## src/rtl/fetch_unit_if.sv

```systemverilog
// Instruction-memory read channel between the fetch unit and its memory.
// The fetch side drives the request and address; memory returns data with a one-cycle ack.
interface fetch_unit_if #(
  parameter int unsigned ADDR_W = 16
) ();
  logic              imem_req;
  logic [ADDR_W-1:0] imem_addr;
  logic [31:0]       imem_rdata;
  logic              imem_ack;

  modport master (output imem_req, imem_addr, input imem_rdata, imem_ack);
  modport slave  (input imem_req, imem_addr, output imem_rdata, imem_ack);
endinterface

```

## src/rtl/fetch_unit.sv

```systemverilog
// Instruction-fetch stage: holds the PC, fetches into the IR over a req/ack channel,
// and steps or branches the PC when the control unit raises updPC.
module fetch_unit #(
  parameter int unsigned       ADDR_W   = 16,
  parameter logic [ADDR_W-1:0] RESET_PC = '0
) (
  input  logic              clk,
  input  logic              rst,
  input  logic              updPC,
  input  logic [2:0]        brOp,
  input  logic [31:0]       rs_val,
  fetch_unit_if.master      imem,
  output logic [ADDR_W-1:0] pc,
  output logic [31:0]       instr,
  output logic [5:0]        opcode,
  output logic [4:0]        rs,
  output logic [4:0]        rt,
  output logic [4:0]        rd,
  output logic [4:0]        func,
  output logic [15:0]       imm16,
  output logic              instr_valid,
  output logic              br_taken,
  output logic              upd_overrun
);

  localparam int unsigned OFF_W = 18;

  typedef enum logic [1:0] {BOOT, FETCH, IDLE} state_e;

  state_e            state_q, state_d;
  logic [ADDR_W-1:0] pc_q, pc_d;
  logic [31:0]       instr_q, instr_d;
  logic              valid_q, valid_d;
  logic              req_q, req_d;
  logic              taken_q, taken_d;
  logic              over_q, over_d;
  logic              pend_q, pend_d;
  logic [2:0]        pend_op_q, pend_op_d;
  logic [31:0]       pend_rs_q, pend_rs_d;
  logic              upd_prev_q;

  logic              upd_edge;
  logic [2:0]        sel_op;
  logic [31:0]       sel_rs;
  logic              take;
  logic signed [OFF_W-1:0] off_raw;
  logic [ADDR_W-1:0] br_off;
  logic [ADDR_W-1:0] pc_next;

  function automatic logic br_cond(input logic [2:0] op, input logic [31:0] v);
    case (op)
      3'b000:  return 1'b1;
      3'b001:  return v[31];
      3'b010:  return !v[31] && (v != 32'd0);
      3'b011:  return v == 32'd0;
      default: return 1'b0;
    endcase
  endfunction

  // A queued request carries its own branch operands; otherwise use the live ones.
  always_comb begin
    upd_edge = updPC & ~upd_prev_q;
    sel_op   = pend_q ? pend_op_q : brOp;
    sel_rs   = pend_q ? pend_rs_q : rs_val;
    take     = br_cond(sel_op, sel_rs);
    off_raw  = $signed({instr_q[15:0], 2'b00});
    br_off   = ADDR_W'(off_raw);
    pc_next  = pc_q + (take ? br_off : ADDR_W'(4));
  end

  always_comb begin
    state_d   = state_q;
    pc_d      = pc_q;
    instr_d   = instr_q;
    valid_d   = valid_q;
    req_d     = req_q;
    taken_d   = taken_q;
    over_d    = over_q;
    pend_d    = pend_q;
    pend_op_d = pend_op_q;
    pend_rs_d = pend_rs_q;

    // Updates arriving before IDLE wait in a one-deep slot; extras are flagged.
    if (state_q != IDLE && upd_edge) begin
      if (pend_q) begin
        over_d = 1'b1;
      end else begin
        pend_d    = 1'b1;
        pend_op_d = brOp;
        pend_rs_d = rs_val;
      end
    end

    case (state_q)
      BOOT: begin
        state_d = FETCH;
        req_d   = 1'b1;
      end
      FETCH: begin
        if (imem.imem_ack) begin
          instr_d = imem.imem_rdata;
          valid_d = 1'b1;
          req_d   = 1'b0;
          state_d = IDLE;
        end
      end
      IDLE: begin
        if (upd_edge || pend_q) begin
          pc_d    = pc_next;
          taken_d = take;
          valid_d = 1'b0;
          req_d   = 1'b1;
          pend_d  = 1'b0;
          state_d = FETCH;
          if (pend_q && upd_edge) over_d = 1'b1;
        end
      end
      default: state_d = BOOT;
    endcase
  end

  always_ff @(posedge clk or negedge rst) begin
    if (!rst) begin
      state_q    <= BOOT;
      pc_q       <= RESET_PC;
      instr_q    <= '0;
      valid_q    <= 1'b0;
      req_q      <= 1'b0;
      taken_q    <= 1'b0;
      over_q     <= 1'b0;
      pend_q     <= 1'b0;
      pend_op_q  <= '0;
      pend_rs_q  <= '0;
      upd_prev_q <= 1'b0;
    end else begin
      state_q    <= state_d;
      pc_q       <= pc_d;
      instr_q    <= instr_d;
      valid_q    <= valid_d;
      req_q      <= req_d;
      taken_q    <= taken_d;
      over_q     <= over_d;
      pend_q     <= pend_d;
      pend_op_q  <= pend_op_d;
      pend_rs_q  <= pend_rs_d;
      upd_prev_q <= updPC;
    end
  end

  assign imem.imem_req  = req_q;
  assign imem.imem_addr = pc_q;
  assign pc             = pc_q;
  assign instr          = instr_q;
  assign instr_valid    = valid_q;
  assign br_taken       = taken_q;
  assign upd_overrun    = over_q;
  assign opcode         = instr_q[31:26];
  assign rs             = instr_q[25:21];
  assign rt             = instr_q[20:16];
  assign rd             = instr_q[15:11];
  assign func           = instr_q[4:0];
  assign imm16          = instr_q[15:0];

endmodule

```

## src/flat_wrapper.sv

```systemverilog
// flat-port wrapper written by rule: the top's interface ports become plain ports
module fetch_unit_flat 
#(
  parameter int unsigned       ADDR_W   = 16,
  parameter logic [ADDR_W-1:0] RESET_PC = '0
)
  (clk, rst, updPC, brOp, rs_val, pc, instr, opcode, rs, rt, rd, func, imm16, instr_valid, br_taken, upd_overrun, imem_imem_req, imem_imem_addr, imem_imem_rdata, imem_imem_ack);
  fetch_unit_if #(.ADDR_W(ADDR_W)) imem_i ();
  input  logic clk;
  input  logic rst;
  input  logic updPC;
  input  logic [2:0] brOp;
  input  logic [31:0] rs_val;
  output logic [ADDR_W-1:0] pc;
  output logic [31:0] instr;
  output logic [5:0] opcode;
  output logic [4:0] rs;
  output logic [4:0] rt;
  output logic [4:0] rd;
  output logic [4:0] func;
  output logic [15:0] imm16;
  output logic instr_valid;
  output logic br_taken;
  output logic upd_overrun;
  output wire logic [$bits(imem_i.imem_req)-1:0] imem_imem_req;
  output wire logic [$bits(imem_i.imem_addr)-1:0] imem_imem_addr;
  input wire logic [$bits(imem_i.imem_rdata)-1:0] imem_imem_rdata;
  input wire logic [$bits(imem_i.imem_ack)-1:0] imem_imem_ack;
  assign imem_imem_req = imem_i.imem_req;
  assign imem_imem_addr = imem_i.imem_addr;
  assign imem_i.imem_rdata = imem_imem_rdata;
  assign imem_i.imem_ack = imem_imem_ack;
  fetch_unit #(.ADDR_W(ADDR_W), .RESET_PC(RESET_PC)) u_core (.clk(clk), .rst(rst), .updPC(updPC), .brOp(brOp), .rs_val(rs_val), .imem(imem_i), .pc(pc), .instr(instr), .opcode(opcode), .rs(rs), .rt(rt), .rd(rd), .func(func), .imm16(imm16), .instr_valid(instr_valid), .br_taken(br_taken), .upd_overrun(upd_overrun));
endmodule
```

## config.mk

```make
export PLATFORM = sky130hd
export DESIGN_NAME = fetch_unit_flat
export DESIGN_NICKNAME = d
export VERILOG_FILES = /design/src/rtl/fetch_unit_if.sv /design/src/rtl/fetch_unit.sv /design/src/flat_wrapper.sv
export SDC_FILE = /design/constraint.sdc
export NUM_CORES = 1
export LEC_CHECK = 0
export CORE_AREA = 2 2 112 114
export DETAILED_ROUTE_END_ITERATION = 10
export DIE_AREA = 0 0 114 116
export PLACE_DENSITY = 0.76
export SYNTH_ARGS = -nofsm -noshare
export SYNTH_HDL_FRONTEND = slang
export SYNTH_SLANG_ARGS = --single-unit
```

## constraint.sdc

```tcl
create_clock -name clk -period 4 [get_ports clk]
set_clock_uncertainty 0.2 [all_clocks]
set_input_delay 1.2 -clock clk [delete_from_list [all_inputs] [get_ports clk]]
set_output_delay 1.2 -clock clk [all_outputs]
set_load 0.02 [all_outputs]
```

==> results of run 1 <==
==> cells by family after synthesis <==
logic type	after synthesis	synth area share [%]
AO/OA/AOI/OAI	50	7.86
other	1	0.0801
buffers and inverters	79	11.4
flip-flops	89	47.6
AND/OR/NAND/NOR	92	10.3
multiplexers	71	17.0
adder cells (fa/ha/maj)	14	3.90
XOR/XNOR	10	1.87
==> worst paths after layout <==
path | startpoint | endpoint | slack (ns)
max | rs_val[24] | u_core.imem.imem_addr[14] | -0.49
min | u_core.upd_overrun | u_core.upd_overrun | 0.27
max reg2reg | u_core.pend_q | u_core.imem.imem_addr[14] | -0.12
min reg2reg | u_core.upd_overrun | u_core.upd_overrun | 0.27
max in group asynchronous | rst | u_core.pend_rs_q[15] | 2.08
min in group asynchronous | rst | u_core.instr[26] | 0.80
==> registers in the layout (all words and copies together), names as in the netlist <==
signal,count
u_core.state_q,2
u_core.instr_valid,1
u_core.upd_overrun,1
u_core.imem.imem_addr,14
u_core.imem.imem_req,1
u_core.pend_q,1
u_core.pend_rs_q,32
u_core.upd_prev_q,1
u_core.instr,32
u_core.br_taken,1
u_core.pend_op_q,3
==> cells in the mapped netlist (8+ instances only) <==
cell type / count / area [um^2]
inv_1: 8 / 30.0
nor4_1: 10 / 62.6
ha_1: 13 / 163
nor2_1: 9 / 33.8
and2_1: 12 / 75.1
nand2_1: 31 / 116
o21ai_0: 15 / 75.1
dfrtp_1: 89 / 2230
buf_4: 60 / 450
a21oi_1: 9 / 45.0
mux2_2: 65 / 732
==> layer usage <==
layer	global-route usage, %	up-vias	share of wire, %
met5	0	-	0
met4	6.10	0	1.5
met3	3.92	20	6.4
met2	31.9	132	53
met1	20.6	1793	39
li1	-	1696	-
==> power by group <==
part           switching (mW)  internal [mW]  total (mW)
sequential              0.396           1.33        1.73
combinational            1.76           2.00        3.75
clock                   0.329          0.535       0.864
total                    2.48           3.86        6.35
==> timing repair <==
action	CTS	global route
setup endpoints to repair	11	10
setup buffers	3	7
pin swaps	27	29
hold buffers	0	0
gates resized for setup	82	39
==> per-stage QoR <==
stage / cells / worst slack [ns]
6_report: 725 / -0.491
3_5_place_dp: 701 / -1.30
3_3_place_gp: 701 / -1.19
2_1_floorplan: 409 / -0.617
5_1_grt: 725 / -0.657
4_1_cts: 719 / -0.525
==> layout make-up <==
type	instances	area share (%)
clock inverters	2	0.503
inverters	8	0.431
repair buffers	224	29.6
clock buffers	14	3.94
multi-input cells	241	30.9
well taps	147	2.64
flip-flops and latches	89	32.0
==> results.toml, run 1 <==
[layout]
antenna_cells = 0
final_cell_mix = "clkdlybuf4s50_1 (143), dfrtp_1 (89), mux2_2 (65)"
finalInstanceArea_um2 = 6960
mostFrequentLayoutCell = "clkdlybuf4s50_1"
seqCellArea_um2 = 2230
multi_input_area_um2 = 2150
drive_gt1_share_pct = 32.2
fillers = 1022
final_nets = 658
area_growth_pct = 48.7
fin_util_pct = 58.4

[global_routing]
grt_pass1_vias = 3744
grt_first_pass_wirelength_um = 18500
antenna_found_initial = 0
grt.overflow.total = 0
grt_usage_pct = 17.6
grt_max_degree = 75

[run_status]
status = "finished with violations"
violations = "setup timing"

[critical_path]
slowest_delay_ns = 0.39
worstSetupPathType = "input pin to register"
crit_buf_inv = 1
cp_max_fo = 2
worst_setup_path_end_kind = "register"
critical-path-slowest-cell = "a2111oi_4"
cp.arrival_ns = 4.49
cp_num_cells = 16
reg2regPathDepth = 15
path_cells = "dlygate4sd2_1, nor4_2, nand4_1, o22ai_2, mux2_4, nand2_4, nand2b_1, ha_2, fa_2, a21o_1, a21o_1, a2111oi_4, o21ai_2, a2111oi_4, o21a_1, o31ai_2"
critPathTopFamily = "compound AO/OA/AOI/OAI gates"
cp-start-kind = "input pin"
worstPathRequired_ns = 4.00

[timing]
fin_ws_ns = -0.491
finalHoldViolCount = 0
finalCriticalPeriod_ns = 4.49
tightest_slew_ns = 0.943
setup_tns_ns = -1.52
max_slew_margin_pct = 37.2
whs_ns = 0.273
setup_violations = 6
rsz0062_at_grt = "yes"
slew_violations = 0
max_freq_mhz = 223
layout_worst_path_cycle_share_pct = 112

[cts]
cts.sinks = 89
cts_tree = "done"
cts_made_buffers = 9
cts_max_level = 3
clockRootBuffer = "clkbuf_16"
cts_buffer_depth = 2
cts.clk_slew.worst_paths_ns = 0.06
clock_latency_ns = 0.33

[synthesis]
ys_seq_area_share_pct = 47.6
synth_cell_types = 49
synth-main-ff-cell = "dfrtp_1"
synth.avg_cell_area_um2 = 11.5
yosysWarnings = 0
synth_edf_count = 0
syn_area_um2 = 4680
synth-seq-cells = 89
async_reset_ff_share_pct = 100
synthCells = 406

[placed_design]
port_buffers = 176
place_congestion = 0.823
placed_area_um2 = 6500
dpl.hpwl_um = 8840

[detailed_routing]
drtPass1Iterations = 4
via_count = 3641
final_antenna_net_count = 0
avgRoutedWirePerCell_um = 16.0
wirelength_um = 11600
drc = 0
drt_iter0_drc = 150
viasPerCell = 5.02

[power_and_ir_drop]
power_density_nw_per_um2 = 912
ir_drop_uv = 285
p_leak_nw = 3.00
power_mw = 6.35

[die]
coreArea_um2 = 11900
die_y_um = 116
die-area_um2 = 13200
initial_core_util_pct = 39.3
die_x_um = 114
ioPinCount = 181
fp-row-count = 40

[worst_hold_path]
hold_path_class = "register to register"
holdPathStages = 1

[run]
maxCapViolCount = 0
No activity file was read; power rests on OpenSTA's default activity.
==> inputs of run 2 (changes only) <==
--- a/config.mk
+++ b/config.mk
@@ -5,10 +5,11 @@
 export SDC_FILE = /design/constraint.sdc
 export NUM_CORES = 1
 export LEC_CHECK = 0
-export CORE_AREA = 2 2 112 114
+export CORE_AREA = 2 2 94 96
 export DETAILED_ROUTE_END_ITERATION = 10
-export DIE_AREA = 0 0 114 116
-export PLACE_DENSITY = 0.76
+export DIE_AREA = 0 0 96 98
+export DONT_BUFFER_PORTS = 1
+export PLACE_DENSITY = 0.74
 export SYNTH_ARGS = -nofsm -noshare
 export SYNTH_HDL_FRONTEND = slang
 export SYNTH_SLANG_ARGS = --single-unit
==> run 2 against run 1 <==
  * The run still ends with setup timing left
  * Global-route usage up 1.8 points
  * Worst setup slack gained 0.068 ns
  * Clock-buffer cell count is 4 lower
  * Worst hold slack better by 0.039 ns
  * Highest routed layer unchanged
==> results.toml, run 2 (synthesized netlist as in run 1, its figures left out) <==
[layout]
area_growth_pct = 4.95
final_cell_mix = "dfrtp_1 (89), mux2_2 (65), buf_4 (39)"
fin_util_pct = 58.0
finalInstanceArea_um2 = 4910
final_nets = 473
antenna_cells = 0
fin_cells = 501
mostFrequentLayoutCell = "dfrtp_1"
seqCellArea_um2 = 2230
fillers = 708
multi_input_area_um2 = 2040
drive_gt1_share_pct = 36.9

[global_routing]
grt_max_degree = 90
grt_usage_pct = 19.4
grt.overflow.total = 0
antenna_found_initial = 0
top_usage_layer = "met2"
grt.met2_usage_pct = 30.9
grt_use_met3_pct = 7.72
met1_usage_pct = 23.9
grt_first_pass_wirelength_um = 14300
grt_pass1_vias = 3030

[cts]
cts_max_level = 3
clock_latency_ns = 0.35
cts_made_buffers = 9
cts.sinks = 89
clockRootBuffer = "clkbuf_8"
cts_buffer_depth = 2
ctsHoldBuffers = 0
cts.clk_slew.worst_paths_ns = 0.09
cts_tree = "done"

[placed_design]
pre_cts_slack_ns = -0.893
dpl.hpwl_um = 6520
port_buffers = 0
dp_cells = 482
place_congestion = 0.853
placed_area_um2 = 4630

[power_and_ir_drop]
power_density_nw_per_um2 = 981
power_mw = 4.82
power_frac_clock_pct = 12.1
ir_drop_uv = 345
p_sw_mw = 2.21
p_int_mw = 2.61
netSwitchingFraction_pct = 45.8
seq_power_share_pct = 49.5
p_leak_nw = 2.19
comb_power_share_pct = 38.4

[detailed_routing]
final_antenna_net_count = 0
viasPerCell = 5.64
via_count = 2827
drc = 0
avgRoutedWirePerCell_um = 17.5
drtPass1Iterations = 4
drt_iter0_drc = 98
wirelength_um = 8790

[critical_path]
cp-start-kind = "input pin"
regToRegEndpoint = "u_core.imem.imem_addr[14]"
cp_max_fo = 5
reg2regPathDepth = 15
rrSetupSlack_ns = -0.15
worstPathRequired_ns = 4.06
worst_setup_path_end_kind = "register"
worstSetupPathType = "input pin to register"
reg2reg_from = "u_core.pend_q"
cp.arrival_ns = 4.49

[run_status]
status = "finished with violations"
violations = "setup timing"

[die]
fp-row-count = 34
initial_core_util_pct = 55.3
die_x_um = 96
die-area_um2 = 9410
coreArea_um2 = 8470
ioPinCount = 181
die_y_um = 98

[run]
maxCapViolCount = 0

[timing]
layout_worst_path_cycle_share_pct = 111
fin_ws_ns = -0.423
tightest_slew_ns = 0.732
rsz0062_at_grt = "yes"
whs_ns = 0.311
finalHoldViolCount = 0
max_freq_mhz = 226
setup_violations = 6
setup_tns_ns = -1.25
slew_violations = 0
max_slew_margin_pct = 51.1
finalCriticalPeriod_ns = 4.42

[worst_hold_path]
holdPathStages = 1
min_from = "u_core.pend_rs_q[15]"
hold_path_class = "register to register"
min_to = "u_core.pend_rs_q[15]"
run 2: cell type report:
class / count / share of cell area [%]
sequential: 89 / 45.3
inverter: 8 / 0.611
clock buffer: 10 / 2.80
clock inverter: 6 / 0.993
tap: 108 / 2.75
timing repair buffer: 39 / 5.96
multi-input combinational: 241 / 41.5
run 2: how the worst max path moves through the flow:
stage,startpoint,endpoint,cells after the start
5_1_grt,rs_val[20],u_core.imem.imem_addr[14],15
3_3_place_gp,rs_val[9],u_core.imem.imem_addr[14],15
4_1_cts,rs_val[20],u_core.imem.imem_addr[14],15
3_5_place_dp,rs_val[1],u_core.imem.imem_addr[14],15
6_report,rs_val[20],u_core.imem.imem_addr[14],15
2_1_floorplan,rs_val[20],u_core.imem.imem_addr[14],15
run 2: worst max-delay path, cell delays in order:
cell	delay [ns]
or4_4	0.51
o22ai_4	0.13
buf_4	0.14
o221a_4	0.21
nand2_4	0.07
buf_4	0.14
and2_1	0.17
fa_2	0.35
a21o_1	0.17
a21o_1	0.20
a2111oi_4	0.41
o21ai_2	0.13
a2111oi_4	0.36
nor3_2	0.09
o31ai_2	0.19
run 2: repair_timing:
item,in CTS,in global routing
buffers inserted,1,2
resized for setup,6,6
pin swaps,5,4
setup endpoints to repair,6,7
run 2: routing by layer:
metal | vias up | wire length (um)
met3 | 11 | 685
met5 | - | 0
met1 | 1407 | 3590
li1 | 1322 | -
met2 | 87 | 4380
met4 | 0 | 132
run 2: power by group through the flow:
| stage | combinational, mW | clock, mW | sequential, mW |
|---|---|---|---|
| 4_1_cts | 1.82 | 0.607 | 2.39 |
| 3_5_place_dp | 1.79 | 0 | 2.41 |
| 6_report | 1.85 | 0.584 | 2.38 |
| 5_1_grt | 2.04 | 0.650 | 2.47 |
| 2_1_floorplan | 2.04 | 0 | 1.91 |
| 3_3_place_gp | 1.71 | 0 | 2.39 |
==> inputs of run 3 (changes only) <==
--- a/config.mk
+++ b/config.mk
@@ -9,7 +9,7 @@
 export DETAILED_ROUTE_END_ITERATION = 10
 export DIE_AREA = 0 0 96 98
 export DONT_BUFFER_PORTS = 1
-export PLACE_DENSITY = 0.74
+export PLACE_DENSITY_LB_ADDON = 0.05
 export SYNTH_ARGS = -nofsm -noshare
 export SYNTH_HDL_FRONTEND = slang
 export SYNTH_SLANG_ARGS = --single-unit
==> run 3 against run 2 <==
  * Worst setup slack improved by 0.096 ns
  * The run still ends with setup timing left
  * Cell count fell by 0.40%
  * Critical path depth rose by 1
  * First-iteration DRC count fell by 24%
  * Sequential share of layout area fell by 0.29 points
  * Core utilization rose by 0.37 points
  * Design area rose by 0.64%
  * Largest power group unchanged
  * Clock-buffer cell count rose by 1
==> results.toml, run 3 (synthesized netlist as in run 1, its figures left out) <==
[die]
die-area_um2 = 9410
coreArea_um2 = 8470
initial_core_util_pct = 55.3
die_x_um = 96
die_y_um = 98
fp-row-count = 34
ioPinCount = 181

[detailed_routing]
final_antenna_net_count = 0
viasPerCell = 5.57
via_count = 2781
drc = 0
avgRoutedWirePerCell_um = 17.5
drtPass1Iterations = 4
wirelength_um = 8740
drt_iter0_drc = 74

[layout]
fin_util_pct = 58.4
final_cell_mix = "dfrtp_1 (89), mux2_2 (65), buf_4 (37)"
fillers = 723
mostFrequentLayoutCell = "dfrtp_1"
multi_input_area_um2 = 2040
area_growth_pct = 5.61
drive_gt1_share_pct = 36.6
antenna_cells = 0
seqCellArea_um2 = 2230
final_nets = 471

[global_routing]
grt_pass1_vias = 2959
grt_usage_pct = 19.4
top_usage_layer = "met2"
grt.met2_usage_pct = 32.5
grt_use_met3_pct = 5.17
antenna_found_initial = 0
met1_usage_pct = 23.7
grt_first_pass_wirelength_um = 14100
grt.overflow.total = 0
grt_max_degree = 90

[worst_hold_path]
hold_path_class = "register to register"

[cts]
cts_tree = "done"
cts.sinks = 89
cts.clk_slew.worst_paths_ns = 0.09
clock_latency_ns = 0.34
cts_max_level = 3
clockRootBuffer = "clkbuf_8"
cts_buffer_depth = 2
cts_made_buffers = 9
ctsHoldBuffers = 0

[timing]
max_freq_mhz = 231
layout_worst_path_cycle_share_pct = 108
max_slew_margin_pct = 51.0
slew_violations = 0
setup_violations = 5
finalHoldViolCount = 0
fin_ws_ns = -0.326
tightest_slew_ns = 0.735
rsz0062_at_grt = "yes"
finalCriticalPeriod_ns = 4.33

[critical_path]
cp-start-kind = "input pin"
path_common_cell = "a21o_1"
cp.arrival_ns = 4.36
slowest_delay_ns = 0.51
cp_max_fo = 2
critical-path-slowest-cell = "or4_4"
path_cells = "or4_4, o22ai_4, nand4_1, mux2_4, nand2_4, nand2b_1, ha_2, fa_2, a21o_1, a21o_1, a2111oi_4, o21ai_2, buf_4, a21oi_2, xnor2_1, mux2_2"
worst_setup_path_end_kind = "register"
worstPathRequired_ns = 4.03
worstSetupPathType = "input pin to register"

[placed_design]
place_congestion = 0.796
port_buffers = 0
dpl.hpwl_um = 6350
pre_cts_slack_ns = -0.868

[power_and_ir_drop]
power_frac_clock_pct = 15.1
power_density_nw_per_um2 = 981
seq_power_share_pct = 48.9
ir_drop_uv = 364
netSwitchingFraction_pct = 44.1
comb_power_share_pct = 36.1
p_sw_mw = 2.14
p_leak_nw = 2.19
p_int_mw = 2.71

[run_status]
status = "finished with violations"
violations = "setup timing"

[run]
maxCapViolCount = 0
==> run 3: stage by stage <==
| step | cell area [um^2] | TNS [ns] | total power, mW | instances | hold WS, ns |
|---|---|---|---|---|---|
| finish | 4940 | -0.908 | 4.85 | 499 | 0.309 |
| global route | 4940 | -1.83 | 5.21 | 499 | 0.309 |
| CTS | 4900 | -0.789 | 4.87 | 496 | 0.310 |
| detailed placement | 4600 | -4.77 | 4.09 | 477 | 0.297 |
| global placement | 4600 | -4.63 | 4.04 | 477 | 0.288 |
| floorplan | 4730 | -1.71 | 3.94 | 409 | 0.273 |
==> run 3: worst paths after layout <==
check | start | endpoint | slack [ns] | cells after the start
setup / recovery | rs_val[20] | u_core.imem.imem_addr[12] | -0.33 | 16
hold / removal | u_core.state_q[0] | u_core.imem.imem_req | 0.31 | 1
setup reg to reg | u_core.pend_q | u_core.imem.imem_addr[12] | 0.01 | 16
hold reg to reg | u_core.state_q[0] | u_core.imem.imem_req | 0.31 | 1
max in group asynchronous | rst | u_core.pend_rs_q[6] | 3.14 | 0
min in group asynchronous | rst | u_core.imem.imem_addr[7] | 0.34 | 0
==> run 3: power groups by stage <==
stage / Combinational, mW / Clock, mW / Sequential [mW]
after floorplan: 2.04 / 0 / 1.91
after global placement: 1.65 / 0 / 2.39
after detailed placement: 1.69 / 0 / 2.40
after CTS: 1.74 / 0.749 / 2.38
after global routing: 1.96 / 0.790 / 2.47
final: 1.75 / 0.731 / 2.37
==> run 3: final cells by class <==
class	count	share of cell area [%]
Multi-Input combinational cell	241	41.2
Inverter	8	0.607
Clock buffer	11	2.66
Timing Repair Buffer	37	5.62
Sequential cell	89	45.1
Clock inverter	5	2.10
Tap cell	108	2.73
==> run 3: timing repair <==
action / CTS / global route
pin swaps: 6 / 4
setup buffers: 3 / 3
setup endpoints to repair: 6 / 8
resized for setup: 8 / 5
==> run 3: critical path, delay by kind of cell <==
family          cells  cell delay, ns
compound gates      6            1.08
simple gates        4            0.76
mux                 2            0.56
fa+ha+maj           2            0.55
buf+inv             1            0.15
xor+xnor            1            0.07
==> run 3: layer usage <==
metal / vias up / part of all wire, % / routed length, um
met3: 12 / 6.6 / 577
li1: 1315 / - / -
met4: 0 / 1.7 / 152
met5: - / 0 / 0
met2: 88 / 52 / 4500
met1: 1366 / 40 / 3510
